## config.mk

```make
export PLATFORM = sky130hd
export DESIGN_NAME = vga_timing_gen
export DESIGN_NICKNAME = d
export VERILOG_FILES = /design/src/rtl/vga_timing_gen.sv
export SDC_FILE = /design/constraint.sdc
export NUM_CORES = 1
export LEC_CHECK = 0
export ABC_AREA = 1
export ABC_CLOCK_PERIOD_IN_PS = 1700
export BUFFER_PORTS_ARGS = -buffer_cell sky130_fd_sc_hd__buf_2
export CORE_MARGIN = 5
export CORE_UTILIZATION = 52
export DETAILED_ROUTE_END_ITERATION = 10
export PLACE_DENSITY_LB_ADDON = 0.1
export SETUP_SLACK_MARGIN = 0.02
export SLEW_MARGIN = 25
export SYNTH_ARGS = -nofsm -noshare
export SYNTH_HDL_FRONTEND = slang
export SYNTH_SLANG_ARGS = --single-unit
```

## constraint.sdc

```tcl
create_clock -name pclk -period 1.7 [get_ports pclk]
set_input_delay 0.17 -clock pclk [delete_from_list [all_inputs] [get_ports pclk]]
set_output_delay 0.17 -clock pclk [all_outputs]
set_load 0.1 [all_outputs]
```

## src/rtl/vga_timing_gen.sv

```systemverilog
// VGA raster timing generator with pixel-output alignment.
// The counters address the frame buffer. Decoded blanking, sync and marker
// flags are delayed by the buffer read latency. One output register then
// emits de/hs/vs/vrgb/markers together, so they stay cycle-aligned.
module vga_timing_gen #(
  parameter int              H_ACTIVE   = 800,
  parameter int              H_FP       = 56,
  parameter int              H_SYNC     = 120,
  parameter int              H_BP       = 64,
  parameter int              V_ACTIVE   = 600,
  parameter int              V_FP       = 37,
  parameter int              V_SYNC     = 6,
  parameter int              V_BP       = 23,
  parameter bit              HS_POL     = 1'b1,
  parameter bit              VS_POL     = 1'b1,
  parameter int              DW         = 12,
  parameter int              RD_LAT     = 1,
  parameter logic [DW-1:0]   BORDER_RGB = '0
) (
  input  logic                                               pclk,
  input  logic                                               rst,
  input  logic                                               en,
  input  logic [DW-1:0]                                      pdata,
  output logic [$clog2(H_ACTIVE+H_FP+H_SYNC+H_BP)-1:0]       hcount,
  output logic [$clog2(V_ACTIVE+V_FP+V_SYNC+V_BP)-1:0]       vcount,
  output logic                                               fetch_en,
  output logic [DW-1:0]                                      vrgb,
  output logic                                               de,
  output logic                                               hs,
  output logic                                               vs,
  output logic                                               frame_start,
  output logic                                               line_start
);

  localparam int H_TOTAL = H_ACTIVE + H_FP + H_SYNC + H_BP;
  localparam int V_TOTAL = V_ACTIVE + V_FP + V_SYNC + V_BP;
  localparam int HW      = $clog2(H_TOTAL);
  localparam int VW      = $clog2(V_TOTAL);

  localparam logic [HW-1:0] H_LAST   = HW'(H_TOTAL - 1);
  localparam logic [HW-1:0] H_ACT    = HW'(H_ACTIVE);
  localparam logic [HW-1:0] HS_FIRST = HW'(H_ACTIVE + H_FP);
  localparam logic [HW-1:0] HS_LAST  = HW'(H_ACTIVE + H_FP + H_SYNC - 1);
  localparam logic [VW-1:0] V_LAST   = VW'(V_TOTAL - 1);
  localparam logic [VW-1:0] V_ACT    = VW'(V_ACTIVE);
  localparam logic [VW-1:0] VS_FIRST = VW'(V_ACTIVE + V_FP);
  localparam logic [VW-1:0] VS_LAST  = VW'(V_ACTIVE + V_FP + V_SYNC - 1);

  // One pipeline entry. The all-zero value is the idle entry.
  typedef struct packed {
    logic act;
    logic hsy;
    logic vsy;
    logic fs;
    logic ls;
  } tap_t;

  tap_t dec;  // decode of the current counter position
  tap_t dly;  // decode delayed to line up with pdata

  // Raster counters: park at (0,0) while disabled, otherwise scan and wrap
  always_ff @(posedge pclk or posedge rst) begin
    if (rst) begin
      hcount <= '0;
      vcount <= '0;
    end else if (!en) begin
      hcount <= '0;
      vcount <= '0;
    end else if (hcount == H_LAST) begin
      hcount <= '0;
      vcount <= (vcount == V_LAST) ? '0 : vcount + VW'(1);
    end else begin
      hcount <= hcount + HW'(1);
    end
  end

  // Position decode. Gating with en makes a disabled cycle an idle entry.
  always_comb begin
    dec     = '0;
    dec.act = en && (hcount < H_ACT) && (vcount < V_ACT);
    dec.hsy = en && (hcount >= HS_FIRST) && (hcount <= HS_LAST);
    dec.vsy = en && (vcount >= VS_FIRST) && (vcount <= VS_LAST);
    dec.fs  = en && (hcount == '0) && (vcount == '0);
    dec.ls  = en && (hcount == '0);
  end

  // Read enable. It is held low during reset, even though the counters sit at (0,0).
  assign fetch_en = dec.act & ~rst;

  generate
    if (RD_LAT == 0) begin : g_no_delay
      assign dly = dec;
    end else begin : g_delay
      tap_t sr [RD_LAT];

      // Delay line that matches the frame-buffer read latency
      always_ff @(posedge pclk or posedge rst) begin
        if (rst) begin
          for (int i = 0; i < RD_LAT; i++) sr[i] <= '0;
        end else begin
          sr[0] <= dec;
          for (int i = 1; i < RD_LAT; i++) sr[i] <= sr[i-1];
        end
      end

      assign dly = sr[RD_LAT-1];
    end
  endgenerate

  // Output register: sync, enable, markers and colour leave together
  always_ff @(posedge pclk or posedge rst) begin
    if (rst) begin
      vrgb        <= '0;
      de          <= 1'b0;
      hs          <= ~HS_POL;
      vs          <= ~VS_POL;
      frame_start <= 1'b0;
      line_start  <= 1'b0;
    end else begin
      vrgb        <= dly.act ? pdata : BORDER_RGB;
      de          <= dly.act;
      hs          <= dly.hsy ? HS_POL : ~HS_POL;
      vs          <= dly.vsy ? VS_POL : ~VS_POL;
      frame_start <= dly.fs;
      line_start  <= dly.ls;
    end
  end

endmodule

```

# Word level (Yosys, flattened, before mapping)
# Index checks and enable logic that the tools add are counted.
# W data, S select, Z words.
totals:
  wordCells: 44
  register_bits: 43
  out_inout_bits: 39
op_classes:
  order_cmp: 6
  mux: 8
  n_bitwise: 2
  n_eq_ne: 3
  reduce_logical: 10
  addsub: 2
ops:
  columns: ["op", "n"]
  rows:
  - ["$mux W10", 3]
  - ["$mux W11", 2]
  - ["$mux W12", 1]
  - ["$add A11 B1 Y11 const B", 1]
  - ["$eq A11 B11 Y1 const B", 1]
  - ["$ge A11 B10 Y1 const B", 1]
  - ["$le A11 B10 Y1 const B", 1]
  - ["$logic_not A11 Y1", 1]
  - ["$lt A11 B10 Y1 const B", 1]
  - ["$add A10 B1 Y10 const B", 1]
  - ["$eq A10 B10 Y1 const B", 1]
  - ["$ge A10 B10 Y1 const B", 1]
  - ["$le A10 B10 Y1 const B", 1]
  - ["$logic_not A10 Y1", 1]
  - ["$lt A10 B10 Y1 const B", 1]
  - ["$logic_and A1 B1 Y1", 8]
  - ["$mux W1", 2]
  - ["$ne A2 B1 Y1 const B", 1]
  - ["$and A1 B1 Y1", 1]
  - ["$not A1 Y1", 1]

# Longest topological paths before layout
# Gate-level depths: netlist of the first run.
depth:
  depth_word: 4
  ltp_mapped: 9
  mapped_depth_nobuf: 9

# Worst setup path after synthesis of the first run
# Ideal clock, no wire load.
synth_path:
  path_type: "reg-to-output"
  startpoint: "register vcount[8]"
  endpoint: "output fetch_en"
  arrival_time_ns: 3.455
  path_buffers: 0
  required_ns: 1.530
  setup_slack_ns: -1.925
  stages_incl_launch_ff: 5
  cell_sequence: "dfrtp_1 inv_1 nand4_1 a21oi_1 nor3_1"
synth_via:
  elab_chain_cells: 3
synth_lines:
  columns: ["element", "line", "source"]
  rows:
  - ["start: declaration", "25", "output logic [$clog2(V_ACTIVE+V_FP+V_SYNC+V_BP)-1:0] vcount,"]
  - ["start signal: assignment", "71", "vcount <= (vcount == V_LAST) ? '0 : vcount + VW'(1);"]
  - ["$lt A10 B10 Y1", "80", "dec.act = en && (hcount < H_ACT) && (vcount < V_ACT);"]
  - ["$logic_and A1 B1 Y1", "80", null]
  - ["$and A1 B1 Y1", "88", "assign fetch_en = dec.act & ~rst;"]
  - ["end: declaration", "26", "output logic fetch_en,"]
# No other way between the ends.

# Worst setup path after layout of the first run
layout_path:
  startpoint: "register vcount[7]"
  endpoint: "output fetch_en"
# The elaborated chain is that of the path after synthesis.

==> results.py, run 1 <==
metrics = {
    "worst_setup_path": {
        "cp_max_fo": 7,
        "critPathLaunch": "vcount[7]",
        "crit_required_ns": 1.53,
        "crit_buf_inv": 2,
        "cpMaxStageDelayCell": "dfrtp_4",
        "critPathKind": "flop to output pin",
        "reg2regPathDepth": 9,
        "critPathLaunchType": "flop",
        "critPathTopFamily": "flip-flops",
        "rr_endpoint": "vcount[7]",
        "cp_slowest_stage_delay_ns": 0.52,
        "r2r_start": "hcount[7]",
        "critPathCaptureType": "output pin",
        "crit_chain": "inv_2 -> nand4_1 -> a21oi_2 -> nor3_4 -> buf_12",
        "reg2reg_slack_ns": 0.14,
        "arrival_ns": 1.51,
    },
    "synth": {
        "synth_warnings": 0,
        "seq_area_frac_synth_pct": 50.20,
        "synth.top_cell.area_share_pct": 50.20,
        "syn_avg_cell_area_sq_um": 7.794,
        "yosysUniqueCellTypes": 21,
        "synth_cells": 275,
        "ys_ff_latch": 43,
        "syn_nets": 296,
        "synth_area_leader_cell": "dfrtp_1",
        "synth_area_sq_um": 2143,
        "ys_top_cells_by_area": "dfrtp_1 (50%), nand2_1 (15%), inv_1 (7.9%), nor2_1 (4.7%), nand3_1 (4.4%)",
    },
    "global_routing": {
        "grt_antenna_before_repair": 0,
        "grt_first_pass_wirelength_um": 8286,
        "gr-usage-all-layers_pct": 19.52,
        "grt_start_max_net_pins": 24,
        "grt-ovfl-total": 0,
        "grt_pass1_vias": 1736,
    },
    "pwr": {
        "total_power_uw": 2348,
        "p_int_uw": 1701,
        "combPwrFrac_pct": 14.4,
        "vdd_drop_max_mv": 0.4581,
        "p_leak_uw": 0.001524,
        "power_frac_seq_pct": 45.7,
        "switching_share_pct": 27.59,
        "clkPwrFrac_pct": 39.9,
        "power.density_nw_per_um2": 847.3,
        "power.switching_uw": 647.8,
    },
    "sta": {
        "period_minus_slack_ns": 1.680,
        "setup_viol": 0,
        "setup_ws_ns": 0.01972,
        "rsz0062_at_grt": "yes",
        "finalHoldViolCount": 0,
        "fin_crit_sh_pct": 98.84,
        "clock.fmax_mhz": 595.1,
        "slew_viol_final": 0,
        "worst_pin_slew_ns": 0.4986,
        "slew-limit-headroom_pct": 66.99,
        "fin_skew_ns": 0.008354,
    },
    "finish": {
        "postLayoutCellArea_sq_um": 2771,
        "syn_to_final_growth_pct": 29.31,
        "final_cells": 390,
        "num_antenna_cells": 0,
        "drive_above_1_share_pct": 32.35,
        "final_util_pct": 69.28,
        "nFillCells": 326,
        "fin_nets": 360,
    },
    "route": {
        "via_count": 1973,
        "drc": 0,
        "viasPerCell": 5.059,
        "routedWlPerCell_um": 12.82,
        "drt-pass1-iter-count": 5,
        "drt-initial-drc-count": 152,
        "drt_wl_total_um": 4999,
        "drtAntennaViolNets": 0,
    },
    "placed_design": {
        "placed_cell_area_sq_um": 2552,
        "port-buffer-count": 53,
        "gp_congestion": 0.8886,
        "place_hpwl_um": 3590,
        "pre_cts_slack_ns": 0.06697,
        "dp_cells": 374,
    },
    "clock_tree": {
        "cts_buffers": 5,
        "cts.htree.levels": 2,
        "clkTransAtPathRegs_ns": 0.08,
        "clock-sinks": 43,
        "clk_path_buf_depth": 2,
        "clk_latency_ns": 0.29,
        "cts_tree": "built",
        "cts_root_buf": "clkbuf_8",
    },
    "hold_path": {
        "hold_class": "input pin to flop",
        "min_to": "vrgb[11]",
        "min_path_cells": 3,
        "min_from": "pdata[11]",
    },
    "job": {
        "maxCapViolations": 0,
    },
    "outcome": {
        "status": "completed",
    },
    "floorplanning": {
        "placementRows": 23,
        "io_pins": 54,
        "start_util_pct": 53.58,
        "die_area_sq_um": 5506,
        "die_height_um": 74.20,
        "core-area_sq_um": 4000,
        "die_x_um": 74.20,
    },
}
power by group through the flow:
stage	combinational (uW)	sequential [uW]	clock, uW
after floorplan	73.4	1290	0
after global placement	335	1090	0
after detailed placement	338	1100	0
after CTS	341	1070	948
after global routing	360	1080	997
final	338	1070	936
worst reg2reg max path, stage by stage (launching register included):
cell and delay [ns]:
dfrtp_4 0.50, inv_4 0.07, buf_4 0.10, buf_4 0.10, nand3_2 0.10, inv_1 0.10
nand3_1 0.10, nor2_2 0.27, nand2_1 0.09, nand2_1 0.07
worst max-delay path by stage:
| stage | end | slack [ns] | depth (start not counted) |
|---|---|---|---|
| 3_3_place_gp | hcount[8] | 0.12 | 8 |
| 3_5_place_dp | hcount[8] | 0.07 | 8 |
| 2_1_floorplan | fetch_en | -0.26 | 5 |
| 5_1_grt | fetch_en | -0.05 | 6 |
| 6_report | fetch_en | 0.02 | 5 |
| 4_1_cts | fetch_en | -0.04 | 6 |
cell usage after synthesis, drive strengths merged:
master and n:
nand4 13, nor2 32, nor3 5, o21ai 4, inv 45, a21oi 8, nand3 20, o21bai 1
ha 6, dfrtp 43, buf 3, xor2 1, nand3b 1, nand2 90, clkbuf 3
state kept, by name, indices dropped and copies added (netlist names):
| signal | cells |
|---|---|
| dly | 5 |
| hs | 1 |
| de | 1 |
| hcount | 11 |
| line_start | 1 |
| vcount | 10 |
| frame_start | 1 |
| vs | 1 |
| vrgb | 12 |
stage by stage:
| step | TNS (ns) | hold slack [ns] |
|---|---|---|
| finish | 0 | 0.06513 |
| global route | -0.05360 | 0.06431 |
| CTS | -0.04358 | 0.06115 |
| detailed placement | 0 | 0.2675 |
| global placement | 0 | 0.2563 |
| floorplan | -0.2640 | 0.2697 |
routing by layer:
layer / GRT usage [%] / routed length, um / vias up
li1: - / - / 979
met4: 5.634 / 56 / 0
met1: 27.87 / 2231 / 912
met2: 30.61 / 2327 / 74
met3: 3.514 / 383 / 8
met5: 0 / 0 / -
repair_timing:
action | 4_1_cts | 5_1_grt
pin swaps | 4 | 2
endpoints found under the setup margin | 1 | 12
hold endpoints to repair | 43 | 0
gates resized for setup | 5 | 4
hold buffers | 1 | 0
setup buffers | 5 | 2
cell usage in the layout (no fill, tap or decap), drive strengths merged:
master	n
nand2	90
ha	6
xor2	1
o21bai	1
clkbuf	6
bufinv	2
o21ai	4
nor3	5
nand4	13
inv	45
dlygate4sd3	1
buf	62
dfrtp	43
a21oi	8
nand3	20
nor2	32
nand3b	1
logic make-up (layout without fill, tap and decap cells):
group | Yosys count | in the layout | share of synthesized area [%]
flip-flops | 43 | 43 | 50.20
AO/OA/AOI/OAI | 13 | 13 | 3.153
adder cells (fa/ha/maj) | 6 | 6 | 3.503
AND/OR/NAND/NOR | 161 | 161 | 33.33
buffers and inverters | 51 | 116 | 9.399
XOR/XNOR | 1 | 1 | 0.4087
final cells by class:
class                      instances  area (sq um)  area share, %
clock inverter                     2         60.06          2.167
multi-input combinational        181         917.1          33.09
tap                               50         62.56          2.257
sequential                        43          1127          40.68
clock buffer                       6         72.57          2.619
inverter                          45         173.9          6.275
timing repair buffer              63         357.8          12.91
No activity file was read; power rests on OpenSTA's default activity.
==> run 2: changes to the inputs <==
ABC_CLOCK_PERIOD_IN_PS = 1850   (was 1700)
clock period = 1.85 ns   (was 1.7 ns; I/O delays follow)
==> results.py, run 2 (synthesis gave the netlist of run 1 again) <==
metrics = {
    "floorplanning": {
        "die_area_sq_um": 5506,
        "start_util_pct": 53.58,
        "die_x_um": 74.20,
        "placementRows": 23,
        "core-area_sq_um": 4000,
        "io_pins": 54,
        "die_height_um": 74.20,
    },
    "worst_setup_path": {
        "cp_slowest_stage_delay_ns": 0.51,
        "critPathKind": "flop to output pin",
        "critPathCaptureType": "output pin",
        "cp_max_fo": 4,
        "cpMaxStageDelayCell": "dfrtp_4",
        "crit_required_ns": 1.66,
        "r2r_start": "hcount[0]",
        "crit_buf_inv": 2,
        "crit_end": "fetch_en",
        "arrival_ns": 1.58,
        "critPathLaunchType": "flop",
        "crit_chain": "inv_4 -> nand2_2 -> o21ai_2 -> nand3_2 -> nor3_4 -> buf_12",
        "rr_endpoint": "hcount[8]",
        "reg2regPathDepth": 8,
        "path_depth": 6,
        "critPathLaunch": "hcount[6]",
        "reg2reg_slack_ns": 0.23,
        "critPathTopFamily": "flip-flops",
    },
    "route": {
        "drt-initial-drc-count": 126,
        "drt-pass1-iter-count": 4,
        "drc": 0,
        "viasPerCell": 4.985,
        "drtAntennaViolNets": 0,
        "routedWlPerCell_um": 12.43,
        "drt_wl_total_um": 4824,
        "via_count": 1934,
    },
    "placed_design": {
        "dp_cells": 373,
        "port-buffer-count": 53,
        "place_hpwl_um": 3667,
        "pre_cts_slack_ns": 0.2210,
        "gp_congestion": 0.8586,
    },
    "global_routing": {
        "gr-usage-all-layers_pct": 18.87,
        "grt_start_max_net_pins": 32,
        "grt_pass1_vias": 1730,
        "grt_antenna_before_repair": 0,
        "grt_first_pass_wirelength_um": 7983,
        "grt-ovfl-total": 0,
    },
    "pwr": {
        "vdd_drop_max_mv": 0.4653,
        "combPwrFrac_pct": 14.4,
        "power_frac_seq_pct": 45.7,
        "power.switching_uw": 592.5,
        "total_power_uw": 2154,
        "clkPwrFrac_pct": 39.9,
        "p_int_uw": 1561,
        "power.density_nw_per_um2": 786.7,
        "p_leak_uw": 0.001519,
        "switching_share_pct": 27.51,
    },
    "outcome": {
        "status": "completed",
    },
    "finish": {
        "largest-register": "vrgb",
        "largest_reg_flops": 12,
        "final_cell_mix": "nand2_1 (87), buf_2 (52), inv_1 (42)",
        "final_common_cell": "nand2_1",
        "fin_nets": 358,
        "num_antenna_cells": 0,
        "drive_above_1_share_pct": 30.77,
        "syn_to_final_growth_pct": 27.73,
        "reg.largest.list": "vrgb x12, hcount x11, vcount x10",
        "final_cells": 388,
    },
    "sta": {
        "slew-limit-headroom_pct": 63.11,
        "setup_ws_ns": 0.08722,
        "fin_skew_ns": 0.009070,
        "rsz0062_at_grt": "no",
        "clock.fmax_mhz": 567.3,
        "period_minus_slack_ns": 1.763,
        "final.setup.tns_ns": 0,
        "fin_crit_sh_pct": 95.29,
        "worst_pin_slew_ns": 0.5528,
        "finalHoldViolCount": 0,
        "setup_viol": 0,
        "slew_viol_final": 0,
        "hold_ws_ns": 0.08352,
    },
    "clock_tree": {
        "cts_tree": "built",
        "cts_root_buf": "clkbuf_8",
        "cts_buffers": 5,
        "clock-sinks": 43,
        "clk_path_buf_depth": 2,
        "clkTransAtPathRegs_ns": 0.08,
        "cts.htree.levels": 2,
        "clk_latency_ns": 0.29,
    },
    "hold_path": {
        "hold_class": "input pin to flop",
    },
    "job": {
        "maxCapViolations": 0,
    },
}
==> run 2: changes by cell type in the layout (fill, tap and decap cells not counted), sizes merged <==
cell and change:
buf -2
==> run 2: area by class of cell <==
cell class              count  area (sq um)
clock buffers               6         72.57
clock inverters             2         60.06
fillers                   334          1262
inverters                  45         173.9
multi-input cells         181         892.1
flip-flops and latches     43          1121
well taps                  50         62.56
repair buffers             61         355.3
==> run 2: worst min-delay path by stage <==
stage	startpoint	end	slack [ns]	cells past startpoint
6_report	pdata[6]	vrgb[6]	0.08	3
3_3_place_gp	rst	dly[4]	0.29	2
3_5_place_dp	rst	dly[4]	0.30	2
5_1_grt	pdata[9]	vrgb[9]	0.07	3
2_1_floorplan	pdata[9]	vrgb[9]	0.28	2
4_1_cts	pdata[6]	vrgb[6]	0.08	3
==> run 2: per-stage QoR <==
stage | cell area, sq um | util (%)
2_1_floorplan | 2225 | -
3_3_place_gp | 2539 | 63.47
3_5_place_dp | 2539 | 63.47
4_1_cts | 2681 | 67.03
5_1_grt | 2738 | 68.44
6_report | 2738 | 68.44
==> run 2: layer usage <==
layer	track usage [%]	part of all wire, %	up-vias
met2	30.12	44	65
met3	4.459	8.5	6
li1	-	-	977
met1	26.07	46	886
met5	0	0	-
met4	4.829	1.2	0
==> run 2: worst register-to-register path, cell delays in order, from the launching register on <==
cell     delay, ns
dfrtp_2       0.45
ha_1          0.23
nand2_2       0.12
nor2_4        0.06
nand2_2       0.09
nor2_4        0.05
nor2_2        0.36
nand2_1       0.10
nor2_1        0.10
==> run 2: repair_timing <==
| item | in CTS | in global routing |
|---|---|---|
| gates resized for setup | 0 | 5 |
| endpoints found under the setup margin | 0 | 1 |
| endpoints found under the hold margin | 12 | 0 |
| hold buffers | 1 | 0 |
| buffers inserted | 0 | 6 |
==> run 2: power groups by stage <==
| stage | registers, uW | clock network, uW | logic [uW] |
|---|---|---|---|
| after floorplan | 1180 | 0 | 66.9 |
| after global placement | 1000 | 0 | 309 |
| after detailed placement | 1000 | 0 | 311 |
| after CTS | 985 | 882 | 314 |
| after global routing | 988 | 923 | 331 |
| final | 984 | 859 | 311 |
